File: src/rtl/counter_bank.sv
// counter_bank: CHANNELS independent WIDTH-bit counters sharing one command port.
// Each counter can hold, load, increment or decrement, in wrap or saturate mode,
// and keeps a sticky overflow flag. A combinational offset read of the selected
// channel feeds branch/loop targets to the datapath.
//
// Ports:
//   Clk     in   1                rising-edge clock
//   ResetN  in   1                asynchronous active-low reset
//   Sel     in   SelW             channel addressed by Op, Offset, ClrOvf and ValOut
//   Op      in   2                00 hold, 01 load ValIn, 10 increment, 11 decrement
//   ValIn   in   WIDTH            load value
//   Offset  in   2                read mode: 00 +0, 01 +OFF1, 10 +OFF2, 11 -OFF1
//   ClrAll  in   1                synchronous clear of every counter and overflow flag
//   ClrOvf  in   1                clear the overflow flag of channel Sel
//   ValOut  out  WIDTH            combinational read of channel Sel
//   Zero    out  CHANNELS         bit i = (counter i == 0)
//   Ovf     out  CHANNELS         sticky per-channel overflow flags
module counter_bank #(
  parameter int WIDTH    = 8,
  parameter int CHANNELS = 4,
  parameter int OFF1     = 30,
  parameter int OFF2     = 60,
  parameter int SATURATE = 0,
  localparam int SelW    = $clog2(CHANNELS)
) (
  input  logic              Clk,
  input  logic              ResetN,
  input  logic [SelW-1:0]   Sel,
  input  logic [1:0]        Op,
  input  logic [WIDTH-1:0]  ValIn,
  input  logic [1:0]        Offset,
  input  logic              ClrAll,
  input  logic              ClrOvf,
  output logic [WIDTH-1:0]  ValOut,
  output logic [CHANNELS-1:0] Zero,
  output logic [CHANNELS-1:0] Ovf
);

  localparam logic [1:0] OP_HOLD = 2'b00;
  localparam logic [1:0] OP_LOAD = 2'b01;
  localparam logic [1:0] OP_INC  = 2'b10;
  localparam logic [1:0] OP_DEC  = 2'b11;

  localparam logic [WIDTH-1:0] ONE      = {{(WIDTH-1){1'b0}}, 1'b1};
  localparam logic [WIDTH-1:0] ALL_ONES = {WIDTH{1'b1}};
  localparam logic [WIDTH-1:0] ALL_ZERO = {WIDTH{1'b0}};
  // Offsets reduced modulo 2^WIDTH; -OFF1 is the two's complement of OFF1.
  localparam logic [WIDTH-1:0] OFF1_W   = WIDTH'(OFF1);
  localparam logic [WIDTH-1:0] OFF2_W   = WIDTH'(OFF2);
  localparam logic [WIDTH-1:0] NOFF1_W  = ALL_ZERO - OFF1_W;

  logic [WIDTH-1:0] cnt_reg [CHANNELS];
  logic [CHANNELS-1:0] ovf_reg;

  genvar gi;
  generate
    for (gi = 0; gi < CHANNELS; gi++) begin : g_chan
      logic [WIDTH-1:0] cnt_next;
      logic             ovf_event;
      logic             hit;

      assign hit = (Sel == SelW'(gi));

      // Next value for this channel if it is the one addressed; also flags
      // a wrap/clamp event (never raised by a load).
      always_comb begin
        cnt_next  = cnt_reg[gi];
        ovf_event = 1'b0;
        case (Op)
          OP_LOAD: cnt_next = ValIn;
          OP_INC: begin
            if (cnt_reg[gi] == ALL_ONES) begin
              ovf_event = 1'b1;
              cnt_next  = (SATURATE != 0) ? ALL_ONES : ALL_ZERO;
            end else begin
              cnt_next = cnt_reg[gi] + ONE;
            end
          end
          OP_DEC: begin
            if (cnt_reg[gi] == ALL_ZERO) begin
              ovf_event = 1'b1;
              cnt_next  = (SATURATE != 0) ? ALL_ZERO : ALL_ONES;
            end else begin
              cnt_next = cnt_reg[gi] - ONE;
            end
          end
          default: cnt_next = cnt_reg[gi];
        endcase
      end

      always_ff @(posedge Clk or negedge ResetN) begin
        if (!ResetN) begin
          cnt_reg[gi] <= ALL_ZERO;
          ovf_reg[gi] <= 1'b0;
        end else if (ClrAll) begin
          cnt_reg[gi] <= ALL_ZERO;
          ovf_reg[gi] <= 1'b0;
        end else if (hit) begin
          cnt_reg[gi] <= cnt_next;
          // A new overflow beats a simultaneous clear request.
          if (ovf_event) begin
            ovf_reg[gi] <= 1'b1;
          end else if (ClrOvf) begin
            ovf_reg[gi] <= 1'b0;
          end
        end
      end

      assign Zero[gi] = (cnt_reg[gi] == ALL_ZERO);
    end
  endgenerate

  assign Ovf = ovf_reg;

  // Read path sees the current register, never the pending write. During a
  // load the raw value is returned so the caller observes the old contents.
  logic [WIDTH-1:0] rd_raw;
  logic [WIDTH-1:0] rd_add;

  always_comb begin
    rd_raw = cnt_reg[Sel];
    case (Offset)
      2'b01:   rd_add = OFF1_W;
      2'b10:   rd_add = OFF2_W;
      2'b11:   rd_add = NOFF1_W;
      default: rd_add = ALL_ZERO;
    endcase
    ValOut = (Op == OP_LOAD) ? rd_raw : (rd_raw + rd_add);
  end

  logic unused_hold;
  assign unused_hold = (OP_HOLD == 2'b00);

endmodule

File: config.mk
export PLATFORM = sky130hd
export DESIGN_NAME = counter_bank
export DESIGN_NICKNAME = d
export VERILOG_FILES = /design/src/rtl/counter_bank.sv
export SDC_FILE = /design/constraint.sdc
export NUM_CORES = 1
export LEC_CHECK = 0
export CORE_ASPECT_RATIO = 0.6
export CORE_MARGIN = 3
export CORE_UTILIZATION = 50
export CTS_CLUSTER_DIAMETER = 200
export DETAILED_ROUTE_END_ITERATION = 8
export PLACE_DENSITY_LB_ADDON = 0.1
export SYNTH_ARGS = -nofsm -noshare
export SYNTH_HDL_FRONTEND = slang
export SYNTH_SLANG_ARGS = --single-unit
export TNS_END_PERCENT = 20
File: constraint.sdc
create_clock -name Clk -period 5.84 [get_ports Clk]
set_input_delay 1.752 -clock Clk [delete_from_list [all_inputs] [get_ports Clk]]
set_output_delay 1.752 -clock Clk [all_outputs]
set_load 0.01 [all_outputs]
==> impl_metrics.toml <==
[clocking]
clkSlewWorstSetupHoldPaths_ns = 0.06
htree_levels = 2
ctsLongestPathBuffers = 2
cts_root_buf = "clkbuf_16"
cts_buffers = 5
clock_sinks = 36
postCtsHoldBufs = 0
cts_tree = "built"
insertion_delay_ns = 0.29

[route]
via_per_inst = 6.55
via_count = 3944
dr.first_iter.drc_count = 683
drc = 0
drtAntennaViolNets = 0
totalWireLength_um = 12400
firstDrtPassIters = 6
detail_route.wl_per_cell_um = 20.6

[synthesis]
ys_warn_count = 0
synth.net_count = 523
synth-edff-count = 0
ys_ff_latch = 36
synth-seq-area-share = 0.234
postSynthAreaPerCell_um2 = 7.94
netlist_area_um2 = 3850
synth_top_flop_cell = "dfrtp_1"
async_flop_share = 1.00
synth_cell_type_count = 71
synth_cells = 485

[critical_path]
r2r-end = "cnt_reg[26]"
timing.rr.start = "cnt_reg[24]"
critPathLaunchType = "primary input"
endpoint_kind = "primary output"
critical_path.max_fanout = 4
reg2reg_depth = 7
path_class = "in -> out"
reg2reg_slack_ns = 3.51
critical_path_arrival_ns = 4.05
crit_required_ns = 4.09

[timing]
period_needed_ns = 5.80
rsz0062_at_grt = "yes"
hold_viol_final = 0
fmax_ghz = 0.172
fin_skew_ns = 0.00629
relSlewSlack = 0.361
min_period_over_period = 0.993
drv_slew = 0
fin_tns_setup_ns = 0
setup_viol = 0
tightest_slew_ns = 0.958

[power_and_ir_drop]
seq_power_share = 0.328
power.density_nw_per_um2 = 251
peakVddDrop_mv = 0.194
leakage_nw = 1.74
power.internal_w = 0.000690
power_frac_comb = 0.387
pwr-share-clk = 0.285
switching_share = 0.383
switchingPower_w = 0.000429

[die]
coreArea_um2 = 7360
fp.dieH_um = 74.0
start_util = 0.524
die_area_um2 = 8830
rows = 24
ios = 34
die_w_um = 119

[worst_hold_path]
min_path_cells = 2
holdPathEnd = "Ovf[0]"
hp-class = "reg -> reg"
min_from = "Ovf[0]"

[placed_design]
dpl.cell_count = 591
hpwl_um = 8720
gp_congestion = 0.988
port_buffers = 33

[outcome]
status = "finished clean"

[grt]
grt_max_degree = 37
overflow = 0
track_usage = 0.281
grt_pass1_wl_um = 19300
antenna_found_initial = 0
grt_pass1_vias = 3496

[layout]
area_delta_synth_final_pct = 15.8
largest_reg_flops = 32
layoutNonFillerInstCount = 602
finalNetCount = 535
layout-drive-gt1-share = 0.135
diodes = 0

[flow_run]
maxCapViolCount = 0
[power by group through the flow]
| stage | logic (W) | clock network (W) | registers [W] |
|---|---|---|---|
| after global routing | 0.000474 | 0.000335 | 0.000372 |
| after CTS | 0.000420 | 0.000321 | 0.000363 |
| after floorplan | 0.000334 | 0 | 0.000302 |
| after detailed placement | 0.000416 | 0 | 0.000367 |
| final | 0.000433 | 0.000319 | 0.000367 |
| after global placement | 0.000410 | 0 | 0.000367 |
[how the worst max path moves through the flow]
stage,startpoint,endpoint,slack [ns],depth (start not counted)
2_1_floorplan,Sel[1],ValOut[7],0.06,10
3_3_place_gp,Sel[0],ValOut[7],-0.76,10
3_5_place_dp,Sel[0],ValOut[7],-0.82,10
4_1_cts,Sel[0],ValOut[6],0.04,10
5_1_grt,Sel[0],ValOut[6],-0.06,10
6_report,Sel[0],ValOut[6],0.04,10
[synth_stat cells, types with 6 or more instances]
| cell | instances | area (um2) |
|---|---|---|
| ha_1 | 19 | 238 |
| inv_1 | 16 | 60.1 |
| a21o_1 | 6 | 45.0 |
| o211ai_1 | 8 | 60.1 |
| nor2b_1 | 7 | 43.8 |
| mux4_2 | 7 | 158 |
| dfrtp_1 | 36 | 901 |
| buf_2 | 11 | 55.1 |
| nor2_1 | 44 | 165 |
| nor3_1 | 12 | 60.1 |
| o21bai_1 | 6 | 45.0 |
| a31oi_1 | 11 | 68.8 |
| o21ai_0 | 28 | 140 |
| nor4b_1 | 6 | 52.6 |
| nand2b_1 | 6 | 37.5 |
| clkbuf_1 | 30 | 113 |
| nand4_1 | 7 | 43.8 |
| a21oi_1 | 33 | 165 |
| o22a_1 | 9 | 78.8 |
| xnor2_1 | 12 | 105 |
| nand2_1 | 31 | 116 |
| nand3_1 | 31 | 155 |
| xor2_1 | 7 | 61.3 |
[worst max-delay path: stages]
cell,delay (ns)
clkdlybuf4s15_2,0.21
buf_6,0.12
mux4_2,0.52
ha_1,0.29
a21o_1,0.10
a21o_1,0.16
a21oi_2,0.07
or4b_2,0.61
nand3_1,0.08
buf_2,0.13
[metrics by stage]
step	total power [W]	utilization	hold slack (ns)	setup WS (ns)	area, um2
after floorplan	0.000636	-	0.542	0.0550	3850
after global placement	0.000777	0.574	0.512	-0.759	4220
after detailed placement	0.000784	0.574	0.524	-0.818	4220
after CTS	0.00110	0.602	0.531	0.0356	4430
after global routing	0.00118	0.606	0.550	-0.0644	4460
final	0.00112	0.606	0.522	0.0384	4460
[per-layer routing]
layer | GRT usage | up-vias | wire length, um
met3 | 0.0760 | 18 | 1360
met1 | 0.412 | 1869 | 5620
met2 | 0.412 | 226 | 5200
met5 | 0 | - | 0
met4 | 0.0698 | 0 | 226
li1 | - | 1831 | -
[layout make-up]
class	instances	area (um2)
multi-input cells	385	2730
clock inverters	3	42.5
inverters	16	60.1
fillers	678	2900
flip-flops and latches	36	901
repair buffers	53	470
well taps	104	130
clock buffers	5	125
[cells in the final DEF (no fill, tap or decap), drive strengths merged, types with 6 or more instances in the layout]
cell type,n
xnor2,12
nor3b,6
a21oi,36
nor3,12
xor2,7
buf,23
ha,19
nor2,44
o211ai,8
a31oi,12
a21o,6
o21bai,6
dfrtp,36
nand2,31
nor4b,6
nor2b,7
clkdlybuf4s50,23
mux4,8
o21ai,28
inv,16
nand2b,6
nand4,7
o22a,9
nand3,31
[kinds of logic (layout without fill, tap and decap cells)]
| family | after synthesis | count (layout) | synth area share |
|---|---|---|---|
| fa+ha+maj | 20 | 20 | 0.0669 |
| flops | 36 | 36 | 0.234 |
| simple gates | 183 | 183 | 0.254 |
| compound gates | 150 | 150 | 0.270 |
| mux | 13 | 13 | 0.0614 |
| buf+inv | 64 | 77 | 0.0708 |
| xor+xnor | 19 | 19 | 0.0432 |
[repair_timing]
action,CTS,global route
gates resized for setup,28,4
setup buffers,2,1
setup endpoints to repair,6,4
pin swaps,4,3
No activity file was read; power rests on OpenSTA's default activity.
